[src/rtl/imem_prog.sv]
// Run-time loadable instruction memory for the LEGv8 fetch stage: registered fetch port plus a
// valid/ready load port. Define IMEM_PARITY_EN to store and check a per-word even-parity bit.
module imem_prog #(
  parameter int unsigned    N      = 32,
  parameter int unsigned    ADDR_W = 6,
  parameter int unsigned    DEPTH  = 64,
  parameter logic [N-1:0]   NOP    = '0
) (
  input  logic              clk,
  input  logic              reset,
  input  logic              fetch_en,
  input  logic [ADDR_W-1:0] addr,
  output logic [N-1:0]      q,
  output logic              q_valid,
  input  logic              ld_start,
  input  logic [ADDR_W:0]   ld_len,
  input  logic              ld_valid,
  input  logic [N-1:0]      ld_data,
  output logic              ld_ready,
  output logic              ld_done,
  output logic              busy,
  output logic              par_err
);

  localparam logic [ADDR_W:0] DepthW = (ADDR_W + 1)'(DEPTH);

`ifdef IMEM_PARITY_EN
  localparam int unsigned MemW     = N + 1;
  localparam logic [MemW-1:0] InitWord = {^NOP, NOP};
`else
  localparam int unsigned MemW     = N;
  localparam logic [MemW-1:0] InitWord = NOP;
`endif

  typedef enum logic [1:0] {StIdle, StLoad, StDone} state_e;

  state_e            state_q, state_d;
  logic [ADDR_W-1:0] wptr_q, wptr_d;
  logic [ADDR_W:0]   cnt_q, cnt_d;
  logic [ADDR_W:0]   len_q, len_d;
  logic [N-1:0]      q_q, q_d;
  logic              q_valid_q, q_valid_d;
  logic              par_err_q, par_err_d;

  logic [MemW-1:0]   mem [DEPTH] = '{default: InitWord};
  logic              mem_we;
  logic [MemW-1:0]   wr_word;
  logic [MemW-1:0]   rd_ent;
  logic [N-1:0]      rd_word;
  logic              rd_err;
  logic              in_range;
  logic [ADDR_W:0]   len_clamp;

  assign rd_ent    = mem[addr];
  assign rd_word   = rd_ent[N-1:0];
  assign in_range  = ({1'b0, addr} < DepthW);
  assign len_clamp = (ld_len > DepthW) ? DepthW : ld_len;

`ifdef IMEM_PARITY_EN
  // Stored bit makes the whole entry even; any odd total is a corrupted entry.
  assign wr_word = {^ld_data, ld_data};
  assign rd_err  = ^rd_ent;
`else
  assign wr_word = ld_data;
  assign rd_err  = 1'b0;
`endif

  always_comb begin
    state_d   = state_q;
    wptr_d    = wptr_q;
    cnt_d     = cnt_q;
    len_d     = len_q;
    q_d       = q_q;
    q_valid_d = q_valid_q;
    par_err_d = par_err_q;
    mem_we    = 1'b0;
    unique case (state_q)
      StIdle: begin
        if (ld_start) begin
          wptr_d    = '0;
          cnt_d     = '0;
          len_d     = len_clamp;
          q_d       = NOP;
          q_valid_d = 1'b0;
          par_err_d = 1'b0;
          state_d   = (len_clamp == '0) ? StDone : StLoad;
        end else if (fetch_en) begin
          q_valid_d = 1'b1;
          q_d       = in_range ? rd_word : NOP;
          par_err_d = in_range & rd_err;
        end
      end
      StLoad: begin
        q_d       = NOP;
        q_valid_d = 1'b0;
        par_err_d = 1'b0;
        if (ld_valid) begin
          mem_we = 1'b1;
          wptr_d = wptr_q + 1'b1;
          cnt_d  = cnt_q + 1'b1;
          if (cnt_d == len_q) state_d = StDone;
        end
      end
      StDone: begin
        q_d       = NOP;
        q_valid_d = 1'b0;
        par_err_d = 1'b0;
        state_d   = StIdle;
      end
      default: state_d = StIdle;
    endcase
  end

  always_ff @(posedge clk or posedge reset) begin
    if (reset) begin
      state_q   <= StIdle;
      wptr_q    <= '0;
      cnt_q     <= '0;
      len_q     <= '0;
      q_q       <= NOP;
      q_valid_q <= 1'b0;
      par_err_q <= 1'b0;
    end else begin
      state_q   <= state_d;
      wptr_q    <= wptr_d;
      cnt_q     <= cnt_d;
      len_q     <= len_d;
      q_q       <= q_d;
      q_valid_q <= q_valid_d;
      par_err_q <= par_err_d;
    end
  end

  // Contents survive reset so a partially loaded program is still visible afterwards.
  always_ff @(posedge clk) begin
    if (mem_we) mem[wptr_q] <= wr_word;
  end

  assign q        = q_q;
  assign q_valid  = q_valid_q;
  assign par_err  = par_err_q;
  assign ld_ready = (state_q == StLoad);
  assign ld_done  = (state_q == StDone);
  assign busy     = (state_q != StIdle);

endmodule

[config.mk]
export PLATFORM = sky130hd
export DESIGN_NAME = imem_prog
export DESIGN_NICKNAME = d
export VERILOG_FILES = /design/src/rtl/imem_prog.sv
export SDC_FILE = /design/constraint.sdc
export NUM_CORES = 2
export LEC_CHECK = 0
export BUFFER_PORTS_ARGS = -buffer_cell sky130_fd_sc_hd__clkbuf_2
export CAP_MARGIN = 20
export CORE_UTILIZATION = 30
export CTS_BUF_LIST = sky130_fd_sc_hd__clkbuf_4
export DETAILED_ROUTE_END_ITERATION = 10
export PLACE_DENSITY_LB_ADDON = 0.3
export SLEW_MARGIN = 5
export SYNTH_ARGS = -nofsm -noshare
export SYNTH_HDL_FRONTEND = slang
export SYNTH_SLANG_ARGS = --single-unit
[constraint.sdc]
create_clock -name clk -period 3.7 [get_ports clk]
set_clock_uncertainty 0.15 [all_clocks]
set_input_delay 0.74 -clock clk [delete_from_list [all_inputs] [get_ports clk]]
set_output_delay 0.74 -clock clk [all_outputs]
set_load 0.02 [all_outputs]
# ---- Yosys cells after proc, flatten, opt, wreduce, memory -nomap -nowiden
# Memory sizes are Yosys's and may differ from the RTL's.
# Cells that the tools add are included.
dict set report word_totals {
  regBits 56
  mem_bits_rw 2048
  input_bits 50
  output_inout_bits 37
  word_cells 53
  memories 1
}
dict set report op_classes {
  add_sub_neg 2
  magnitude_cmp 1
  eq_ne 7
  n_mux 25
  n_reduce_logical 10
}
# memory depth word_bits rd rd_ports_with_merged_regs write_ports line
set memory_table {}
lappend memory_table {mem 64 32 1 0 1 45} ;# logic [MemW-1:0] mem [DEPTH] = '{default: InitWord};
# op count
set ops {}
lappend ops {{$mux W32} 2}
lappend ops {{$pmux W32 S2} 1}
lappend ops {{$mux W7} 3}
lappend ops {{$pmux W7 S2} 1}
lappend ops {{$mux W6} 2}
lappend ops {{$pmux W6 S2} 1}
lappend ops {{$mux W1} 8}
lappend ops {{$mux W2} 4}
lappend ops {{$add A7 B1 Y7 const B} 1}
lappend ops {{$eq A7 B7 Y1} 1}
lappend ops {{$gt A7 B7 Y1 const B} 1}
lappend ops {{$logic_not A7 Y1} 1}
lappend ops {{$add A6 B1 Y6 const B} 1}
lappend ops {{$reduce_and A3 Y1} 2}
lappend ops {{$reduce_bool A2 Y1} 3}
lappend ops {{$ne A2 B2 Y1 const B} 2}
lappend ops {{$pmux W1 S2} 2}
lappend ops {{$pmux W2 S2} 1}
lappend ops {{$reduce_and A2 Y1} 2}
lappend ops {{$ne A3 B3 Y1 const B} 1}
lappend ops {{$eq A2 B1 Y1 const B} 1}
lappend ops {{$eq A2 B2 Y1 const B} 1}
lappend ops {{$logic_not A2 Y1} 1}
lappend ops {{$ne A2 B1 Y1 const B} 1}
lappend ops {{$reduce_or A2 Y1} 1}

# ---- Longest topological paths before layout
dict set report depth {
  word_depth 6
  mapped_depth 10
  mapped_depth_nobuf 7
}

# ---- Worst setup path before layout
# Ideal clock, no wire load.
dict set report synth_path {
  path_kind {flip-flop to flip-flop}
  from {reg state_q[1]}
  to {mem mem[40][0] (netlist name), enable pin}
  setup_time_ns 0.421
  arrival_time_ns 2.942
  required_ns 3.129
  setup_slack_ns 0.187
  path_stages_with_launch 8
  path_buffers 1
  synth_period_minus_slack_ns 3.513
  path_cell_list {dfrtp_1 -> inv_1 -> ha_1 -> buf_1 -> inv_1 -> nor2_1 -> nand2_1 -> nor2_1}
}
dict set report synth_between {
  elab_chain_len 4
}
# item line
set synth_rtl {}
lappend synth_rtl {{start, declared} 37} ;# state_e state_q, state_d;
lappend synth_rtl {{start signal, assigned} 116} ;# state_q <= StIdle;
lappend synth_rtl {{start signal, assigned} 124} ;# state_q <= state_d;
lappend synth_rtl {{$eq A2 B1 Y1} --}
lappend synth_rtl {{named net ld_ready} 19} ;# output logic ld_ready,
lappend synth_rtl {{$mux W1} 77} ;# unique case (state_q)
lappend synth_rtl {{$mux W1} 136} ;# if (mem_we) mem[wptr_q] <= wr_word;
lappend synth_rtl {{$mux W1 (implied by the code)} 136}
lappend synth_rtl {{end, declared} 45}
# The timed path passes the listed nets, and every way through them passes these cells.

# ---- Worst setup path in the final report
dict set report layout_path {
  from {reg state_q[1]}
  to {reg q_q[15], in the netlist q[15]}
}
dict set report layout_between {
  elab_chain_len 4
  word_cells_on_any_way 8
  cone_classes {eq/ne (3); mux (1); reduce/logical (4)}
}
# item line
set layout_rtl {}
lappend layout_rtl {{$eq A2 B1 Y1 / $eq A2 B2 Y1 (equally long branches)} 77}
lappend layout_rtl {{$reduce_or A2 Y1 (no line)} --}
lappend layout_rtl {{$reduce_bool A2 Y1 (no line)} --}
lappend layout_rtl {{$reduce_and A2 Y1 (no line)} --}
lappend layout_rtl {{end signal, assigned} 128} ;# q_q <= q_d;
lappend layout_rtl {{end, declared} 41} ;# logic [N-1:0] q_q, q_d;
# Several ways; a longest one is shown, not always the timed one.
# A chain may end at the register's enable or synchronous reset.

==> metrics.txt <==
# TYPE chip_impl_metric gauge
chip_impl_metric{name="synth-warning-count",unit=""} 0
chip_impl_metric{name="util_after_layout",unit="%"} 35.8
chip_impl_metric{name="remaining_global_route_overflow",unit=""} 0
chip_impl_metric{name="worst_setup_hold_path_clk_slew",unit="ns"} 0.07
chip_impl_metric{name="timing.critical_path.slowest_cell_delay",unit="ns"} 0.76
chip_impl_metric{name="synth.ff_latch_count",unit=""} 2103
chip_impl_metric{name="die_w",unit="µm"} 521
chip_impl_metric{name="leakage_power_of_the_design",unit="nW"} 31.3
chip_impl_metric{name="clock-sinks",unit=""} 2103
chip_impl_metric{name="drt_pre_antenna_iters",unit=""} 6
chip_impl_info{name="endpoint_kind",value="register"} 1
chip_impl_metric{name="fmax",unit="MHz"} 288
chip_impl_metric{name="maxCapViolations",unit=""} 0
chip_impl_metric{name="detail-route-antenna-nets",unit=""} 0
chip_impl_metric{name="worst_ir_drop_vdd",unit="mV"} 0.392
chip_impl_info{name="critical_path_class",value="register to register"} 1
chip_impl_metric{name="totalPowerFinal",unit="W"} 0.0495
chip_impl_metric{name="timing.setup.tns",unit="ns"} 0
chip_impl_metric{name="pre_cts_ws",unit="ns"} -0.156
chip_impl_metric{name="fillCellCount",unit=""} 24900
chip_impl_metric{name="grtUsageTotal",unit="%"} 17.0
chip_impl_metric{name="io-pin-count",unit=""} 87
chip_impl_info{name="clock-root-buffer",value="sky130_fd_sc_hd__clkbuf_4"} 1
chip_impl_metric{name="timing.final.hold_violations",unit=""} 0
chip_impl_metric{name="worstPathMaxFanout",unit=""} 6
chip_impl_metric{name="layout.cell_area.non_filler",unit="mm²"} 0.0960
chip_impl_metric{name="cts-hold-fix-buffers",unit=""} 59
chip_impl_metric{name="design.die.area",unit="mm²"} 0.271
chip_impl_metric{name="core_region_area",unit="mm²"} 0.268
chip_impl_metric{name="nets",unit=""} 4481
chip_impl_info{name="unrepaired_setup_endpoints_after_global_routing",value="no"} 1
chip_impl_metric{name="power.share.clock",unit="%"} 39.0
chip_impl_metric{name="detailroute.via_count",unit=""} 41500
chip_impl_metric{name="area_delta_synth_final",unit="%"} 18.8
chip_impl_metric{name="core.rowCount",unit=""} 190
chip_impl_metric{name="grt_pass1_wl",unit="mm"} 324
chip_impl_metric{name="cellPowerDensity",unit="mW/mm²"} 516
chip_impl_metric{name="routed_wl",unit="mm"} 231
chip_impl_metric{name="globalplace.congestion",unit=""} 0.782
chip_impl_metric{name="synthesis.instances",unit=""} 3609
chip_impl_metric{name="worstMarginPinSlew",unit="ns"} 1.12
chip_impl_metric{name="routed_via_density",unit=""} 4.97
chip_impl_metric{name="cts.repair.resized",unit=""} 0
chip_impl_metric{name="post_synth_num_cell_types",unit=""} 62
chip_impl_metric{name="syn_area",unit="mm²"} 0.0808
chip_impl_metric{name="slew_headroom",unit="%"} 25.6
chip_impl_info{name="layout.cells.most_common",value="sky130_fd_sc_hd__edfxtp_1"} 1
chip_impl_metric{name="synth_enable_flop_cells",unit=""} 2048
chip_impl_info{name="synth_ff_type",value="sky130_fd_sc_hd__edfxtp_1"} 1
chip_impl_metric{name="power.net_switching",unit="W"} 0.0117
chip_impl_metric{name="seq_area_frac_synth",unit="%"} 77.8
chip_impl_metric{name="drt-wirelength-per-cell",unit="µm"} 27.7
chip_impl_metric{name="placedInstanceArea",unit="mm²"} 0.0887
chip_impl_metric{name="drt_iter0_drc",unit=""} 3648
chip_impl_metric{name="htree_num_levels",unit=""} 6
chip_impl_metric{name="cts_setup_buffers",unit=""} 0
chip_impl_info{name="crit_chain",value="inv_1 -> ha_1 -> nor4bb_4 -> nand3_1 -> buf_12 -> a2111oi_0 -> a2111oi_0 -> nand3_1 -> dlygate4sd3_1"} 1
chip_impl_info{name="timing.critical_path.slowest_stage_cell",value="sky130_fd_sc_hd__a2111oi_0"} 1
chip_impl_info{name="nature_of_the_critical_path_startpoint",value="register"} 1
chip_impl_metric{name="critPathRequiredTime",unit="ns"} 4.85
chip_impl_metric{name="grt_antenna_before_repair",unit=""} 31
chip_impl_metric{name="clock_path_buffers",unit=""} 4
chip_impl_metric{name="combPwrFrac",unit="%"} 7.3
chip_impl_metric{name="cellInternalPower",unit="W"} 0.0378
chip_impl_metric{name="finalSetupViolations",unit=""} 0
chip_impl_metric{name="shortest_clock_period_the_worst_path_allows_after_layout",unit="ns"} 3.47
chip_impl_info{name="final_cell_mix",value="sky130_fd_sc_hd__edfxtp_1, sky130_fd_sc_hd__clkbuf_4, sky130_fd_sc_hd__mux4_2"} 1
chip_impl_metric{name="cts_buffers",unit=""} 551
chip_impl_metric{name="timing.critical_path.arrival",unit="ns"} 4.62
chip_impl_info{name="path_class_of_the_lowest_slack_min_delay_path",value="input pin to register"} 1
chip_impl_metric{name="detail_route.drc_violations",unit=""} 0
chip_impl_metric{name="post-route-period-util",unit="%"} 93.9
chip_impl_metric{name="vias_in_the_first_global_route",unit=""} 43600
chip_impl_metric{name="start_util",unit="%"} 30.2
chip_impl_info{name="status",value="completed"} 1
chip_impl_metric{name="power_share_of_the_sequential_group",unit="%"} 53.7
chip_impl_metric{name="buffers_on_ports",unit=""} 85
chip_impl_metric{name="place.detailed.hpwl",unit="mm"} 133
chip_impl_metric{name="final_layout_size_suffix_gt1_share",unit="%"} 37.8
chip_impl_metric{name="grt_start_max_net_pins",unit=""} 75
chip_impl_info{name="tritoncts",value="done"} 1
chip_impl_metric{name="die_extent_in_y",unit="µm"} 521
chip_impl_metric{name="final_max_slew_violation_count",unit=""} 0
chip_impl_metric{name="power.switching_fraction",unit="%"} 23.6
chip_impl_metric{name="ys_async_sr_fraction",unit="%"} 2.62
chip_impl_metric{name="pnr_worst_setup_slack",unit="ns"} 0.225
chip_impl_metric{name="worstSkewPairLatency",unit="ns"} 1.36
chip_impl_metric{name="postSynthNetCount",unit=""} 3664
chip_impl_metric{name="syn_avg_cell_area",unit="µm²"} 22.4
flip-flops by register name, indices dropped and copies added, names as in the netlist:
signal / cells
cnt_q: 7
len_q: 7
mem: 2048
q: 32
q_valid: 1
state_q: 2
wptr_q: 6
final cells by class:
cell class              instances  area (µm²)  share of cell area [%]
flip-flops and latches       2103       62900                    65.5
clock buffers                 797        5980                    6.23
clock inverters               114         554                   0.577
diodes                          8        20.0                  0.0209
inverters                       8        33.8                  0.0352
well taps                    3552        4440                    4.63
repair buffers                456        4780                    4.98
multi-input cells            1306       17300                    18.0
kinds of logic (layout without fill, tap and decap cells):
group / Yosys count / after routing / share of synthesized area, %
AND/OR/NAND/NOR: 340 / 340 / 1.94
XOR/XNOR: 13 / 13 / 0.158
other: 1 / 9 / 0.00464
multiplexers: 711 / 711 / 16.4
AO/OA/AOI/OAI: 236 / 236 / 2.17
flip-flops: 2103 / 2103 / 77.8
adder cells (fa/ha/maj): 5 / 5 / 0.0774
buffers and inverters: 200 / 1375 / 1.41
Yosys cell counts (16+ instances only):
library cell | number | area, µm²
sky130_fd_sc_hd__o22ai_1 | 18 | 113
sky130_fd_sc_hd__buf_2 | 59 | 295
sky130_fd_sc_hd__mux2i_1 | 211 | 2110
sky130_fd_sc_hd__o21ai_0 | 19 | 95.1
sky130_fd_sc_hd__a22oi_1 | 70 | 526
sky130_fd_sc_hd__clkbuf_1 | 66 | 248
sky130_fd_sc_hd__a22o_1 | 16 | 140
sky130_fd_sc_hd__mux4_2 | 492 | 11100
sky130_fd_sc_hd__a221oi_1 | 17 | 149
sky130_fd_sc_hd__nand2_1 | 99 | 372
sky130_fd_sc_hd__a21oi_1 | 21 | 105
sky130_fd_sc_hd__edfxtp_1 | 2048 | 61500
sky130_fd_sc_hd__nor2_1 | 98 | 368
sky130_fd_sc_hd__buf_6 | 27 | 304
sky130_fd_sc_hd__buf_4 | 30 | 225
sky130_fd_sc_hd__nand3_1 | 65 | 325
sky130_fd_sc_hd__dfrtp_1 | 55 | 1380
sky130_fd_sc_hd__nor2b_1 | 18 | 113
power groups by stage:
stage | clock network [W] | logic (W) | registers, W
global route | 0.0210 | 0.00385 | 0.0266
global placement | 0 | 0.00348 | 0.0271
floorplan | 0 | 0.00172 | 0.0271
finish | 0.0193 | 0.00362 | 0.0266
CTS | 0.0199 | 0.00364 | 0.0266
detailed placement | 0 | 0.00352 | 0.0271
per-stage QoR:
step / hold slack [ns] / std cells
6_report: 0.110 / 8344
5_1_grt: 0.0475 / 8340
4_1_cts: 0.00176 / 8327
3_5_place_dp: 0.350 / 7357
3_3_place_gp: 0.350 / 7354
2_1_floorplan: 0.319 / 3609
critical path, delay by kind of cell (launching register included):
kind	cells	cell delay (ns)
buffers and inverters	3	0.85
AND/OR/NAND/NOR	3	0.78
flip-flops	1	0.37
adder cells (fa/ha/maj)	1	0.36
AO/OA/AOI/OAI	2	0.90
per-layer routing:
metal | track usage (%) | share of wire (%) | up-vias
met2 | 27.6 | 49 | 1543
li1 | - | - | 17300
met5 | 0 | 0.069 | -
met1 | 22.1 | 41 | 22300
met4 | 5.30 | 2.3 | 24
met3 | 4.60 | 7.6 | 366
path summary, 6_finish.rpt:
kind                       slack [ns]  cells past startpoint       start         end
max reg2reg                      0.23                      9  state_q[1]       q[15]
max                              0.23                      9  state_q[1]       q[15]
min                              0.11                      1  ld_data[8]  mem[38][8]
min reg2reg                      0.36                      2       q[28]       q[28]
min in group asynchronous        0.32                      4       reset  state_q[1]
max in group asynchronous        2.29                      5       reset       q[27]
(Power assumes the default switching activity.)
